===== config.mk =====
export PLATFORM = sky130hd
export DESIGN_NAME = sys_fence_ctrl
export DESIGN_NICKNAME = d
export VERILOG_FILES = /design/src/rtl/sys_fence_ctrl.sv
export SDC_FILE = /design/constraint.sdc
export NUM_CORES = 1
export LEC_CHECK = 0
export ABC_AREA = 0
export CELL_PAD_IN_SITES_DETAIL_PLACEMENT = 1
export CELL_PAD_IN_SITES_GLOBAL_PLACEMENT = 2
export CORE_MARGIN = 3
export CORE_UTILIZATION = 37
export CTS_BUF_LIST = sky130_fd_sc_hd__clkbuf_16
export CTS_CLUSTER_DIAMETER = 60
export DETAILED_ROUTE_END_ITERATION = 12
export DONT_BUFFER_PORTS = 1
export PLACE_DENSITY_LB_ADDON = 0.1
export SYNTH_ARGS = -nofsm -noshare
export SYNTH_HDL_FRONTEND = slang
export SYNTH_SLANG_ARGS = --single-unit

===== constraint.sdc =====
create_clock -name clk -period 1.8 [get_ports clk]
set_input_delay 0.18 -clock clk [delete_from_list [all_inputs] [get_ports clk]]
set_output_delay 0.18 -clock clk [all_outputs]
set_load 0.1 [all_outputs]

===== src/rtl/sys_fence_ctrl.sv =====
`default_nettype none
// sys_fence_ctrl: sequences FENCE drain, EBREAK halt and ECALL events from the decoder.
// Optional SYSTEM-instruction counter is built only when SYS_EVENT_COUNT_EN is defined.
module sys_fence_ctrl #(
    parameter int unsigned DRAIN_CYCLES = 3,
    parameter int unsigned TIMEOUT      = 255
) (
    input  logic        clk,
    input  logic        rst_n,
    input  logic        instr_valid,
    input  logic        b_flag,
    input  logic        fence_flag,
    input  logic        is_ebreak,
    input  logic        sb_empty,
    input  logic        resume,
    output logic        pc_hold,
    output logic        flush,
    output logic        halted,
    output logic        ecall_pulse,
    output logic        fence_timeout,
    output logic [15:0] sys_count
);

    typedef enum logic [1:0] {
        ST_RUN     = 2'd0,
        ST_DRAIN   = 2'd1,
        ST_WAITMEM = 2'd2,
        ST_HALT    = 2'd3
    } state_t;

    localparam logic [3:0] DRAIN_INIT = 4'(DRAIN_CYCLES);
    localparam logic [7:0] WAIT_LAST  = 8'(TIMEOUT - 1);

    state_t     state_q, state_d;
    logic [3:0] drain_q, drain_d;
    logic [7:0] wait_q, wait_d;
    logic       pc_hold_q, pc_hold_d;
    logic       flush_q, flush_d;
    logic       halted_q, halted_d;
    logic       ecall_q, ecall_d;
    logic       fto_q, fto_d;

    always_comb begin
        state_d = state_q;
        drain_d = drain_q;
        wait_d  = wait_q;
        flush_d = 1'b0;
        ecall_d = 1'b0;
        fto_d   = fto_q;
        case (state_q)
            ST_RUN: begin
                if (instr_valid && b_flag) begin
                    if (is_ebreak) begin
                        state_d = ST_HALT;
                        flush_d = 1'b1;
                    end else begin
                        ecall_d = 1'b1;
                    end
                end else if (instr_valid && fence_flag) begin
                    state_d = ST_DRAIN;
                    drain_d = DRAIN_INIT;
                    flush_d = 1'b1;
                end
            end
            ST_DRAIN: begin
                drain_d = drain_q - 4'd1;
                if (drain_q == 4'd1) begin
                    state_d = ST_WAITMEM;
                    wait_d  = 8'd0;
                end
            end
            ST_WAITMEM: begin
                // A drained store path on the expiry cycle still counts as success.
                if (sb_empty) begin
                    state_d = ST_RUN;
                end else if (wait_q == WAIT_LAST) begin
                    state_d = ST_RUN;
                    fto_d   = 1'b1;
                end else begin
                    wait_d = wait_q + 8'd1;
                end
            end
            ST_HALT: begin
                if (resume) begin
                    state_d = ST_RUN;
                end
            end
            default: state_d = ST_RUN;
        endcase
        pc_hold_d = (state_d != ST_RUN);
        halted_d  = (state_d == ST_HALT);
    end

    always_ff @(posedge clk or negedge rst_n) begin
        if (!rst_n) begin
            state_q   <= ST_RUN;
            drain_q   <= 4'd0;
            wait_q    <= 8'd0;
            pc_hold_q <= 1'b0;
            flush_q   <= 1'b0;
            halted_q  <= 1'b0;
            ecall_q   <= 1'b0;
            fto_q     <= 1'b0;
        end else begin
            state_q   <= state_d;
            drain_q   <= drain_d;
            wait_q    <= wait_d;
            pc_hold_q <= pc_hold_d;
            flush_q   <= flush_d;
            halted_q  <= halted_d;
            ecall_q   <= ecall_d;
            fto_q     <= fto_d;
        end
    end

    assign pc_hold       = pc_hold_q;
    assign flush         = flush_q;
    assign halted        = halted_q;
    assign ecall_pulse   = ecall_q;
    assign fence_timeout = fto_q;

`ifdef SYS_EVENT_COUNT_EN
    logic [15:0] count_q;
    logic        sys_acc;

    assign sys_acc = (state_q == ST_RUN) && instr_valid && b_flag;

    always_ff @(posedge clk or negedge rst_n) begin
        if (!rst_n) begin
            count_q <= 16'd0;
        end else if (sys_acc && (count_q != 16'hFFFF)) begin
            count_q <= count_q + 16'd1;
        end
    end

    assign sys_count = count_q;
`else
    assign sys_count = 16'h0000;
`endif

endmodule
`default_nettype wire

======== Word level (Yosys, flattened, before mapping) ========
Cells that the tools add are included.
word-level totals
  register bits ........................... 19
  input port bits ......................... 8
  output and inout port bits .............. 21
  word-level logic and storage cells ...... 53
operators by class
  $add $sub $neg .......................... 2
  eq/ne operators ......................... 11
  multiplexer cells ....................... 22
  bitwise operators ....................... 1
  reductions and logical operators ........ 9
operator list
  cell                                              count
  2-to-1 mux 8 bit                                  3
  case mux 8 bit (2 select lines)                   1
  2-to-1 mux 2 bit                                  7
  != test 2 bit, second input constant              5
  adder 8 x 1 -> 8 bit, second input constant       1
  == test 8 bit, second input constant              1
  2-to-1 mux 4 bit                                  2
  case mux 2 bit (4 select lines)                   1
  case mux 4 bit (2 select lines)                   1
  2-to-1 mux 1 bit                                  7
  == test 2 bit, second input constant              3
  AND reduction 3 bit                               2
  nonzero test 2 bit                                3
  == test 4 x 1 -> 1 bit, second input constant     1
  AND reduction 4 bit                               1
  subtractor 4 x 1 -> 4 bit, second input constant  1
  == test 2 x 1 -> 1 bit, second input constant     1
  logical AND 1 bit                                 2
  zero test 2 bit                                   1
  NOT 1 bit                                         1

======== Logic depth before layout (Yosys ltp) ========
  depth after elaboration ................. 5
  gate-level depth with buffers ........... 6

======== Worst setup path before layout ========
Ideal clock, no wire load.
  kind .................................... reg2reg
  start point ............................. register drain_q[1]
  end point ............................... register wait_q[2]
  data arrival time ....................... 1.289 ns
  required time ........................... 1.671 ns
  path slack .............................. 0.382 ns
  cell stages (with the launch flop) ...... 7
  path buffers ............................ 0
  path through ............................ dfrtp_1 inv_1 ha_1 nor3b_1 nand2_1 o211ai_1 o31ai_1
between the ends
  word-level cells in the longest chain between the ends .. 3
RTL lines
  item                                  RTL line  source
  start, declared                       35        logic [3:0] drain_q, drain_d;
  start signal, assigned                106       drain_q <= drain_d;
  == test 4 x 1 -> 1 bit                67        if (drain_q == 4'd1) begin
  != test 2 bit (no source line)        -
  AND reduction 4 bit (no source line)  -
  end signal, assigned                  107       wait_q <= wait_d;
  end, declared                         36        logic [7:0] wait_q, wait_d;
No other way between the ends.
A chain may end at the register's enable or synchronous reset.

======== Final worst setup path ========
  start point ............................. register drain_q[1]
  end point ............................... register wait_q[0]
Same word-level chain as after synthesis.

==> reports/summary.txt <==
number of buffers added on ports = 0
max incr delay on CP = 380 ps
chip height = 60.6 um
Site Rows = 19
TritonCTS buffer count = 3
Initial Utilization = 0.393
first-pass GRT wire length = 3470 um
Comb power frac = 0.440
Max-Cap Viols = 0
Relative slew margins = 0.417
sequential power share = 0.349
CTS tree = done
post-DP HPWL = 1600 um
Total GRT Usage = 0.131
Leakage Power = 0.572 nW
Net Sw Power = 1.00 mW
Fin. Hold Viols = 0
Least-Margin Pin Slew = 872 ps
post-synthesis cell type count = 37
clk slew on worst S/H paths = 60 ps
syn avg cell area = 10.1 sq um
crit path time final = 1500 ps
worst path cell trace = inv_1 -> ha_1 -> nor3b_1 -> buf_4 -> nand2_1 -> nand3_1 -> o21ai_0
Sw Ratio = 0.457
post_cts resized = 0
setup TNS = 0 ps
Hold Path Stages = 2
Syn Std Cell Area = 1100 sq um
ant diodes = 0
FMAX = 666 MHz
die area = 3670 sq um
worst skew pair latency = 250 ps
Clock Root Buffer = clkbuf_16
synthesized flop and latch total = 19
cells after synthesis = 109
pin count of the biggest net entering global routing = 20
Die Width = 60.6 um
Period Utilization, post-route = 0.835
FF-to-FF Start = drain_q[1]$_DFFE_PN0P_
worst-case reg-to-reg path depth = 7
RSZ-0062 raised after global routing = false
io pins = 29
Critical Path RT = 1930 ps
vias post-DR = 766
crit path kind = reg2reg
CTS Buffer Depth = 2
core area = 2810 sq um
share of layout cells above drive strength 1 = 0.142
register area share after synthesis = 0.431
Post-synth EDFFs = 0
Critical Path End Type = register
maximum vdd ir drop = 0.788 mV
crit path max fanout = 7
H-tree depth = 1
# clock sinks = 19
R2R Setup Slk = 300 ps
Hold EP = ecall_pulse$_DFF_PN0_
HP Class = in2reg
asr flop ratio synth = 1.00
clock share of power = 0.211
Startpoint Class = register
initial antenna violation count = 0
Avg Vias per Cell = 5.07
Reg2Reg Capture Point = wait_q[0]$_DFFE_PN0P_
# setup viols final = 0
Detailed Route Iter0 Violations = 36
status = completed
Arr. time, crit path = 1630 ps
gpl congestion = 0.725
Critical-path top delay cell = dfrtp_1
drt first pass iters = 4
yosys warns = 0
total power = 2.19 mW
Routed Antenna Nets = 0
Worst Clk Skew = 4.12 ps
hold_sp = instr_valid
drt wl/cell = 13.9 um
Overflow after GRT = 0
max-slew violation total from the final report = 0
Synth Flop Type = dfrtp_1
Int Pwr = 1.19 mW
final WL = 2100 um
DRC = 0
Post-Route Utilization = 0.435
vias in the first global route = 756
pwr dens = 1800 nW/um^2
Layout area overhead = 10.5%
final net count = 133
==> cells in the mapped netlist, types with 2 or more instances <==
cell type | number | area [sq um]
buf_4 | 17 | 128
nand4_1 | 2 | 12.5
nor2_1 | 5 | 18.8
dfrtp_1 | 19 | 475
o21ai_0 | 4 | 20.0
ha_1 | 4 | 50.1
inv_1 | 6 | 22.5
nand2b_1 | 2 | 12.5
nand3_1 | 7 | 35.0
nand2_1 | 10 | 37.5
o21bai_1 | 2 | 15.0
a21oi_1 | 2 | 10.0
mux2i_1 | 5 | 50.1
==> power groups by stage <==
| stage | Clock, mW | Sequential, mW | Combinational (mW) |
|---|---|---|---|
| after floorplan | 0 | 0.921 | 0.646 |
| after global placement | 0 | 0.762 | 0.945 |
| after detailed placement | 0 | 0.770 | 0.969 |
| after CTS | 0.481 | 0.764 | 0.981 |
| after global routing | 0.501 | 0.793 | 1.05 |
| final | 0.463 | 0.765 | 0.965 |
==> cell families (layout without fill, tap and decap cells) <==
family,count (synthesis),after routing,synth area share
other cells,1,16,0.00340
compound gates,17,17,0.117
flops,19,19,0.431
fa+ha+maj,4,4,0.0454
buf+inv,24,20,0.146
mux,6,6,0.0556
simple gates,36,36,0.186
xor+xnor,2,2,0.0159
==> cells in the final DEF, fill, tap and decap left out, types with 3 or more instances in the layout <==
cell type | Yosys | layout
clkbuf_16 | 0 | 3
conb_1 | 1 | 16
o21ai_0 | 4 | 4
dfrtp_1 | 19 | 19
nand3_1 | 7 | 7
mux2i_1 | 5 | 5
buf_4 | 17 | 8
nand2_1 | 10 | 10
ha_1 | 4 | 4
nor2_1 | 5 | 5
inv_1 | 6 | 6
==> per-layer routing <==
layer	vias up	wire (um)	global-route usage
met5	-	0	0
met3	4	124	0.0383
met1	370	985	0.173
met4	0	31	0.0743
li1	370	-	-
met2	22	956	0.191
==> sequential cells by signal, summed over array words and instances (netlist names) <==
register and cells:
wait_q 8, ecall_pulse 1, pc_hold 1, halted 1, drain_q 4, flush 1, fence_timeout 1, state_q 2
==> area by class of cell <==
type                       count  area, sq um
clock buffer                   3         75.1
clock inverter                 1         5.00
fill                         334         1590
inverter                       6         22.5
multi-input combinational     81          523
sequential                    19          475
tap                           31         38.8
timing repair buffer          10         80.1
==> worst max-delay path: cells and delay by family, from the launching register on <==
kind,cells,cell delay [ps]
fa+ha+maj,1,140
simple gates,3,510
flops,1,380
buf+inv,2,260
compound gates,1,90
==> metrics by stage <==
step | hold slack, ps | area (sq um) | instances | setup WS [ps]
6_report | 45.4 | 1220 | 151 | 298
5_1_grt | 53.9 | 1220 | 151 | 110
4_1_cts | 36.1 | 1220 | 151 | 264
3_5_place_dp | -115 | 1120 | 145 | 290
3_3_place_gp | -115 | 1120 | 145 | 318
2_1_floorplan | -116 | 1160 | 124 | 382
==> worst max-delay path by stage <==
stage | cells past startpoint | from | slack, ps | to
2_1_floorplan | 6 | drain_q[1]$_DFFE_PN0P_ | 380 | wait_q[2]$_DFFE_PN0P_
3_3_place_gp | 7 | drain_q[1]$_DFFE_PN0P_ | 320 | wait_q[2]$_DFFE_PN0P_
3_5_place_dp | 7 | drain_q[1]$_DFFE_PN0P_ | 290 | wait_q[0]$_DFFE_PN0P_
4_1_cts | 7 | drain_q[1]$_DFFE_PN0P_ | 260 | wait_q[0]$_DFFE_PN0P_
5_1_grt | 7 | drain_q[1]$_DFFE_PN0P_ | 110 | wait_q[0]$_DFFE_PN0P_
6_report | 7 | drain_q[1]$_DFFE_PN0P_ | 300 | wait_q[0]$_DFFE_PN0P_
==> what timing repair did <==
item,CTS,global route
endpoints found under the hold margin,20,0
buffers inserted,0,0
hold buffers,2,0
Power figures use the tool's default switching activity.
==> patch, RTL diff (same flow settings) <==
Build with the macro `SYS_EVENT_COUNT_EN` defined.
--- a/src/rtl/sys_fence_ctrl.sv
+++ b/src/rtl/sys_fence_ctrl.sv
@@ -1,6 +1,8 @@
 `default_nettype none
 // sys_fence_ctrl: sequences FENCE drain, EBREAK halt and ECALL events from the decoder.
 // Optional SYSTEM-instruction counter is built only when SYS_EVENT_COUNT_EN is defined.
+`define SYS_EVENT_COUNT_EN
+
 module sys_fence_ctrl #(
     parameter int unsigned DRAIN_CYCLES = 3,
     parameter int unsigned TIMEOUT      = 255
Function: changed (a bounded check fails within 4 cycles, from zero or initial values and one cycle with rst_n low).
==> patch against the original RTL <==
- combinational power rose by 69%
- sequential share of layout area rose by 0.72 points
- routed wire length rose by 110%
- synthesized cell count rose by 55%
- global-route usage rose by 3.9 points
- worst setup slack got worse by 0.21 ns
- sequential cell count rose by 16
- via count rose by 83%
- area after synthesis rose by 59%
- total power rose by 66%
- cell area rose by 88%
- highest routed layer unchanged
==> patch: results (changes against the original RTL) <==
Clock network
  • CTS H-tree depth: 2 (+1)
  • Worst skew pair latency: 0.27 ns (+0.02 ns)
  • Hold_buf cts: 3 (+1)

Power and ir drop
  • Clock-net power: 805 uW (+74%)
  • Worst IR Drop VDD: 1.148 mV (+46%)
  • Internal power: 1.973 mW (+66%)

Finish
  • Signal buffers: 34 (+24)
  • NonClk Buf Share: 11.92% (+5.4 points)
  • Area Overhead vs Synth: 30.74%
  • Nets: 220 (+65%)
  • Clkbuf count: 5 (+2)
  • Non-clk invs: 8 (+2)
  • # fillers: 491 (+47%)
  • Count of multi-input gates: 123 (+52%)

STA
  • Clock skew: 0.002507 ns (-0.001618 ns)

Drt
  • DR iter-0 viols: 53 (+47%)
  • M1 WL: 2019 um (+100%)
  • Routed wire length: 4392 um (+110%)
  • Routed len/inst: 16.89 um (+22%)

Global routing
  • Largest net degree at the start of global routing: 36 (+80%)
  • Vias in the first global route: 1,501 (+99%)

Place
  • Routability Congestion: 0.8178 (+13%)
  • Post-DP HPWL: 3277 um (+100%)
  • Post-Place Setup Slack: 0.1081 ns (-0.1815 ns)
  • Area of placed instances: 0.002093 sq mm (+87%)
  • Placed Cells: 249 (+72%)

Yosys
  • Ranking of synthesized cells by area: dfrtp_1 50%, xor2_1 7.0%, ha_1 3.6%, nand2_1 3.2%, nand4_1 2.9%
  • Synthesized area per cell: 10.36 sq um (+2.3%)
  • Yosys cell types: 41 (+11%)

Critical path
  • Worst setup path start: sys_count[0]
  • RR Endpoint: sys_count[14]
  • Crit-path max FO: 4 (-3)

Outcome
  • Status: finished, final reports clean
patch: cell count changes in the layout (fill, tap and decap cells not counted), sizes merged, moves of 6 or more:
cell	before	now
xor2	1	14
dfrtp	19	35
buf	8	32
conb	16	0
nand4	2	8
nor2	5	12
patch: cells by family after synthesis:
group           Yosys count  share of synthesized area (%)
fa+ha+maj                 5                          3.574
buf+inv                  11                          2.573
xor+xnor                 17                          8.506
mux                       3                          1.858
flops                    35                          50.04
simple gates             74                          24.80
compound gates           24                          8.649
patch: worst min-delay path by stage:
stage                             to   startpoint  slack (ns)  cells past startpoint
after floorplan           drain_q[0]        rst_n       -0.12                      0
after global placement     wait_q[5]        rst_n       -0.11                      0
after detailed placement   wait_q[5]        rst_n       -0.11                      0
after CTS                      flush  instr_valid        0.09                      1
after global routing           flush  instr_valid        0.09                      1
final                          flush  instr_valid         0.1                      1
patch: critical path, cell delays in order (launching register included):
cell and delay (ns):
dfrtp_4 0.43, ha_4 0.14, nand4_1 0.16, or2_4 0.32, nor4_2 0.37, xor2_1 0.21
